**src/rtl/timer_dev_pkg.sv**
```systemverilog
// rtl/timer_dev_pkg.sv - register map, CTRL fields, MODE encodings and FSM states for timer_dev
package timer_dev_pkg;

    localparam logic [1:0] ADDR_CTRL   = 2'd0;
    localparam logic [1:0] ADDR_PRESET = 2'd1;
    localparam logic [1:0] ADDR_COUNT  = 2'd2;
    localparam logic [1:0] ADDR_RSVD   = 2'd3;

    localparam int CTRL_W       = 4;
    localparam int CTRL_EN      = 0;
    localparam int CTRL_MODE_LO = 1;
    localparam int CTRL_MODE_HI = 2;
    localparam int CTRL_IM      = 3;

    // Only RELOAD changes behaviour; 2 and 3 act as ONESHOT.
    localparam logic [1:0] MODE_ONESHOT = 2'd0;
    localparam logic [1:0] MODE_RELOAD  = 2'd1;

    typedef enum logic [1:0] {
        ST_IDLE = 2'd0,
        ST_LOAD = 2'd1,
        ST_CNT  = 2'd2,
        ST_IRQ  = 2'd3
    } timer_state_e;

endpackage

```
**src/rtl/timer_dev.sv**
```systemverilog
// rtl/timer_dev.sv - memory-mapped down-counter with one-shot/auto-reload modes and level irq
module timer_dev
    import timer_dev_pkg::*;
(
    input  logic        clk,
    input  logic        rst,
    input  logic [1:0]  addr,
    input  logic        we,
    input  logic [3:0]  be,
    input  logic [31:0] wd,
    output logic [31:0] rd,
    output logic        irq
);

    function automatic logic [31:0] merge_bytes(input logic [31:0] old_val,
                                                input logic [31:0] new_val,
                                                input logic [3:0]  lanes);
        logic [31:0] res;
        for (int i = 0; i < 4; i++) begin
            res[8*i +: 8] = lanes[i] ? new_val[8*i +: 8] : old_val[8*i +: 8];
        end
        return res;
    endfunction

    logic [CTRL_W-1:0] ctrl;
    logic [31:0]       preset;
    logic [31:0]       count;
    logic              pending;
    timer_state_e      state;
    timer_state_e      state_next;
    logic [31:0]       count_next;
    logic              fsm_clr_en;
    logic              pend_set;
    logic              pend_drop;
    logic [1:0]        mode;
    logic              ctrl_wr;
    logic              preset_wr;

    assign mode      = ctrl[CTRL_MODE_HI:CTRL_MODE_LO];
    assign ctrl_wr   = we && (addr == ADDR_CTRL);
    assign preset_wr = we && (addr == ADDR_PRESET);

    always_comb begin
        state_next = state;
        count_next = count;
        fsm_clr_en = 1'b0;
        pend_set   = 1'b0;
        pend_drop  = 1'b0;
        case (state)
            ST_IDLE: begin
                if (ctrl[CTRL_EN]) state_next = ST_LOAD;
            end
            ST_LOAD: begin
                count_next = preset;
                state_next = ST_CNT;
            end
            ST_CNT: begin
                if (!ctrl[CTRL_EN]) begin
                    state_next = ST_IDLE;
                end else if (count > 32'd1) begin
                    count_next = count - 32'd1;
                end else begin
                    // PRESET=0 lands here straight from LOAD, so it times out like PRESET=1.
                    count_next = '0;
                    state_next = ST_IRQ;
                    pend_set   = 1'b1;
                end
            end
            ST_IRQ: begin
                if (mode == MODE_RELOAD) begin
                    state_next = ST_LOAD;
                    pend_drop  = 1'b1;
                end else begin
                    state_next = ST_IDLE;
                    fsm_clr_en = 1'b1;
                end
            end
            default: state_next = ST_IDLE;
        endcase
    end

    always_ff @(posedge clk) begin
        if (rst) begin
            state   <= ST_IDLE;
            ctrl    <= '0;
            preset  <= '0;
            count   <= '0;
            pending <= 1'b0;
        end else begin
            state <= state_next;
            count <= count_next;
            if (preset_wr) preset <= merge_bytes(preset, wd, be);
            // A CPU write to the CTRL byte overrides the FSM's own EN clear.
            if (ctrl_wr && be[0]) begin
                ctrl <= wd[CTRL_W-1:0];
            end else if (fsm_clr_en) begin
                ctrl[CTRL_EN] <= 1'b0;
            end
            if (pend_set) begin
                pending <= 1'b1;
            end else if (pend_drop || (ctrl_wr && (be != 4'd0))) begin
                pending <= 1'b0;
            end
        end
    end

    always_comb begin
        rd = '0;
        case (addr)
            ADDR_CTRL:   rd = {{(32-CTRL_W){1'b0}}, ctrl};
            ADDR_PRESET: rd = preset;
            ADDR_COUNT:  rd = count;
            ADDR_RSVD:   rd = '0;
            default:     rd = '0;
        endcase
    end

    assign irq = pending && ctrl[CTRL_IM];

endmodule

```
**config.mk**
```make
export PLATFORM = sky130hd
export DESIGN_NAME = timer_dev
export DESIGN_NICKNAME = d
export VERILOG_FILES = /design/src/rtl/timer_dev_pkg.sv /design/src/rtl/timer_dev.sv
export SDC_FILE = /design/constraint.sdc
export NUM_CORES = 1
export LEC_CHECK = 0
export CAP_MARGIN = 20
export CORE_ASPECT_RATIO = 1.1
export CORE_MARGIN = 1.5
export CORE_UTILIZATION = 40
export CTS_BUF_LIST = sky130_fd_sc_hd__clkbuf_8
export DETAILED_ROUTE_END_ITERATION = 12
export GPL_TIMING_DRIVEN = 0
export HOLD_SLACK_MARGIN = 0.12
export PLACE_DENSITY = 0.73
export SKIP_LAST_GASP = 1
export SLEW_MARGIN = 40
export SYNTH_ARGS = -nofsm -noshare
export SYNTH_HDL_FRONTEND = slang
export SYNTH_SLANG_ARGS = --single-unit
```
**constraint.sdc**
```tcl
create_clock -name clk -period 3.4 [get_ports clk]
set_input_delay 1.02 -clock clk [delete_from_list [all_inputs] [get_ports clk]]
set_output_delay 1.02 -clock clk [all_outputs]
set_load 0.03 [all_outputs]
```
==> reports/qor.csv, run 1 <==
stage;metric;value;unit
floorplan;starting density of the core;41.24;%
sta;fin crit period;3.322;ns
route;Total Wirelength;14070;µm
logic_synthesis;Yosys cell types;59;
sta;final worst path period share;97.69;%
grt;initial antenna violation count;0;
setup_path;CP delay by family, top;buffers and inverters;
final_layout;Ant. Diodes;0;
route;Iter 0 DRT Violations;317;
place;PortBufs;70;
final_layout;most common cell after layout, fill and taps aside;nand2_1;
clock_network;root buf cell;clkbuf_8;
setup_path;Arrival @ worst endpoint;2.30;ns
floorplan;# IOs;74;
pwr;Pwr Total;1.839;mW
pwr;power per cell area;353.4;mW/mm²
clock_network;Max H-tree Level;3;
final_layout;number of nets in the layout;666;
clock_network;clk_lat worst skew;0.37;ns
route;Post-DRT Antenna Nets;0;
route;DRC Markers;0;
sta;Final Skew;0.01000;ns
sta;RSZ-0062 raised after global routing;false;
grt;global route overflow;0;
clock_network;CTS Buf Count;9;
setup_path;slowest stage delay, CP;0.30;ns
final_layout;fillcell total;979;
run;maxcap violations;0;
logic_synthesis;EDFF count, synth;0;
clock_network;Sink Count;71;
setup_path;type of the worst setup path;in2out;
grt;largest net degree at the start of global routing;12;
final_layout;Area growth, synth to finish;26.99;%
route;Vias;4486;
setup_path;Worst setup EP type;output pin;
logic_synthesis;post-synth top area cell;dfxtp_1;
sta;Final Max Tran Viols;0;
setup_path;master of the slowest instance on the critical path;clkdlybuf4s15_2;
outcome;status;completed;
sta;setup TNS;0;ns
sta;Final Hold Viols;0;
floorplan;Die Span Y;109.2;µm
logic_synthesis;synthesized instance count;542;
floorplan;Die ar.;0.01086;mm²
pwr;P_leak;1.906;nW
logic_synthesis;asr flop ratio synth;0;%
logic_synthesis;most used flip-flop cell after synthesis;dfxtp_1;
place;placed insts;732;
grt;first-pass GRT wire length;22250;µm
clock_network;CTS tree;done;
sta;Slew HR;47.85;%
clock_network;Clock transition at path regs;0.07;ns
sta;Tightest Pin Transition;0.7822;ns
place;placer congestion estimate;0.9439;
logic_synthesis;main area contributors after synthesis;dfxtp_1, nand2_1, a21oi_1;
final_layout;non-filler cells, final;748;
logic_synthesis;synthesized area per cell;7.560;µm²
min_path;Hold Crit Class;reg2reg;
sta;Final Setup Violations;0;
floorplan;core area;0.009937;mm²
grt;GRT Resource Usage Total;26.89;%
setup_path;Worst Path Max Fanout;10;
logic_synthesis;Ys Warns;0;
logic_synthesis;Seq/Total Area, Yosys;34.69;%
final_layout;most frequent cells in the layout;nand2_1, dfxtp_1, a21oi_1;
sta;max frequency;301.1;MHz
logic_synthesis;Syn Nets;585;
setup_path;CP bufs+invs;4;
route;WL/cell;18.81;µm
grt;vias in the first global route;4264;
logic_synthesis;Synth top area share;34.69;%
final_layout;share of layout cells above drive strength 1;12.26;%
setup_path;crit start category;primary input;
clock_network;maximum clock insertion buffer count;2;
floorplan;row cnt;38;
logic_synthesis;mapped cell area;0.004098;mm²
setup_path;Critical Path, Cell by Cell;clkbuf_2 > nor2b_1 > buf_4 > buf_6 > a22o_1 > clkdlybuf4s15_2;
floorplan;Die Width;99.51;µm
final_layout;Util after Layout;52.37;%
logic_synthesis;Synth Register Bits;71;
setup_path;WP data required;2.38;ns
route;Via density;5.997;
pwr;Max VDD drop;206.8;µV
place;hpwl dp;10060;µm
route;First-pass DRT Iterations;5;
==> per-stage QoR <==
step	setup WS [ns]	cell area, µm²	hold slack, ns
floorplan	0.008541	4098	0.4459
global placement	-1.450	4949	0.4626
detailed placement	-1.472	4949	0.4646
CTS	-0.007422	5206	0.4740
global route	0.02680	5204	0.4996
finish	0.07840	5204	0.4785
==> final timing paths <==
| check | depth (start not counted) | end | startpoint | slack (ns) |
|---|---|---|---|---|
| max | 6 | rd[22] | addr[1] | 0.08 |
| min | 2 | preset[26] | preset[26] | 0.48 |
| max reg2reg | 8 | count[4] | state[1] | 0.69 |
| min reg2reg | 2 | preset[26] | preset[26] | 0.48 |
==> cell families (layout without fill, tap and decap cells) <==
family	after synthesis	after routing	synth area share, %
buf+inv	55	141	5.405
compound gates	182	182	28.73
simple gates	217	217	26.99
mux	12	12	2.931
xor+xnor	3	3	0.6413
flops	71	71	34.69
fa+ha+maj	2	2	0.6106
==> what timing repair did <==
action | CTS | global route
resized for setup | 126 | 5
hold buffers | 0 | 0
hold endpoints to repair | 0 | 0
pin swaps | 0 | 0
endpoints found under the setup margin | 32 | 31
setup buffers | 0 | 0
==> Yosys cell counts (all sizes together), types with 2 or more instances <==
cell and number:
nor3 14, inv 8, buf 12, nor2 38, o31ai 5, nor4 14, dfxtp 71, a211oi 15
xnor2 2, nand4 8, and3 7, clkbuf 35, a211o 2, a21oi 59, mux2i 12, or4 5
and4 2, ha 2, a41oi 2, a221oi 7, nand3 15, nand2b 5, o22ai 2, or3 4
nand2 92, a2111oi 2, nand3b 2, a22o 28, o21ai 42, nor2b 6, a31oi 6
==> registers in the layout, summed over array words and instances, names as in the netlist <==
register  cells
count        32
preset       32
ctrl          4
state         2
pending       1
==> where the power goes <==
part	internal (mW)	total, mW	switching (mW)
clock	0.350	0.686	0.335
combinational	0.120	0.292	0.172
sequential	0.846	0.862	0.0160
==> routing by layer <==
layer	vias to the layer above	part of all wire, %	GRT usage (%)
li1	2151	-	-
met1	2086	42	33.45
met2	211	48	45.35
met3	38	7.0	4.103
met4	0	3.5	13.58
met5	-	0	0
==> cell type report <==
class / count / area, µm² / share of cell area [%]
plain buffers: 47 / 244.0 / 4.689
clock buffers: 10 / 137.6 / 2.645
clock inverters: 6 / 52.55 / 1.010
inverters: 8 / 30.03 / 0.5771
multi-input cells: 416 / 2462 / 47.32
flip-flops and latches: 71 / 1421 / 27.31
well taps: 120 / 150.1 / 2.885
repair buffers: 70 / 705.7 / 13.56
==> worst min-delay path: stages (launching register included) <==
cell,delay [ns]
dfxtp_1,0.33
nand2_1,0.06
a21oi_1,0.05
Note: power is estimated with default switching activity, not from simulation.
==> inputs of run 2 (changes only) <==
--- a/config.mk
+++ b/config.mk
@@ -12,7 +12,7 @@
 export CTS_BUF_LIST = sky130_fd_sc_hd__clkbuf_8
 export DETAILED_ROUTE_END_ITERATION = 12
 export GPL_TIMING_DRIVEN = 0
-export HOLD_SLACK_MARGIN = 0.12
+export HOLD_SLACK_MARGIN = 0.02
 export PLACE_DENSITY = 0.73
 export SKIP_LAST_GASP = 1
 export SLEW_MARGIN = 40
==> results of run 2 <==
The final DEF is identical to that of run 1; final timing and power are the same.
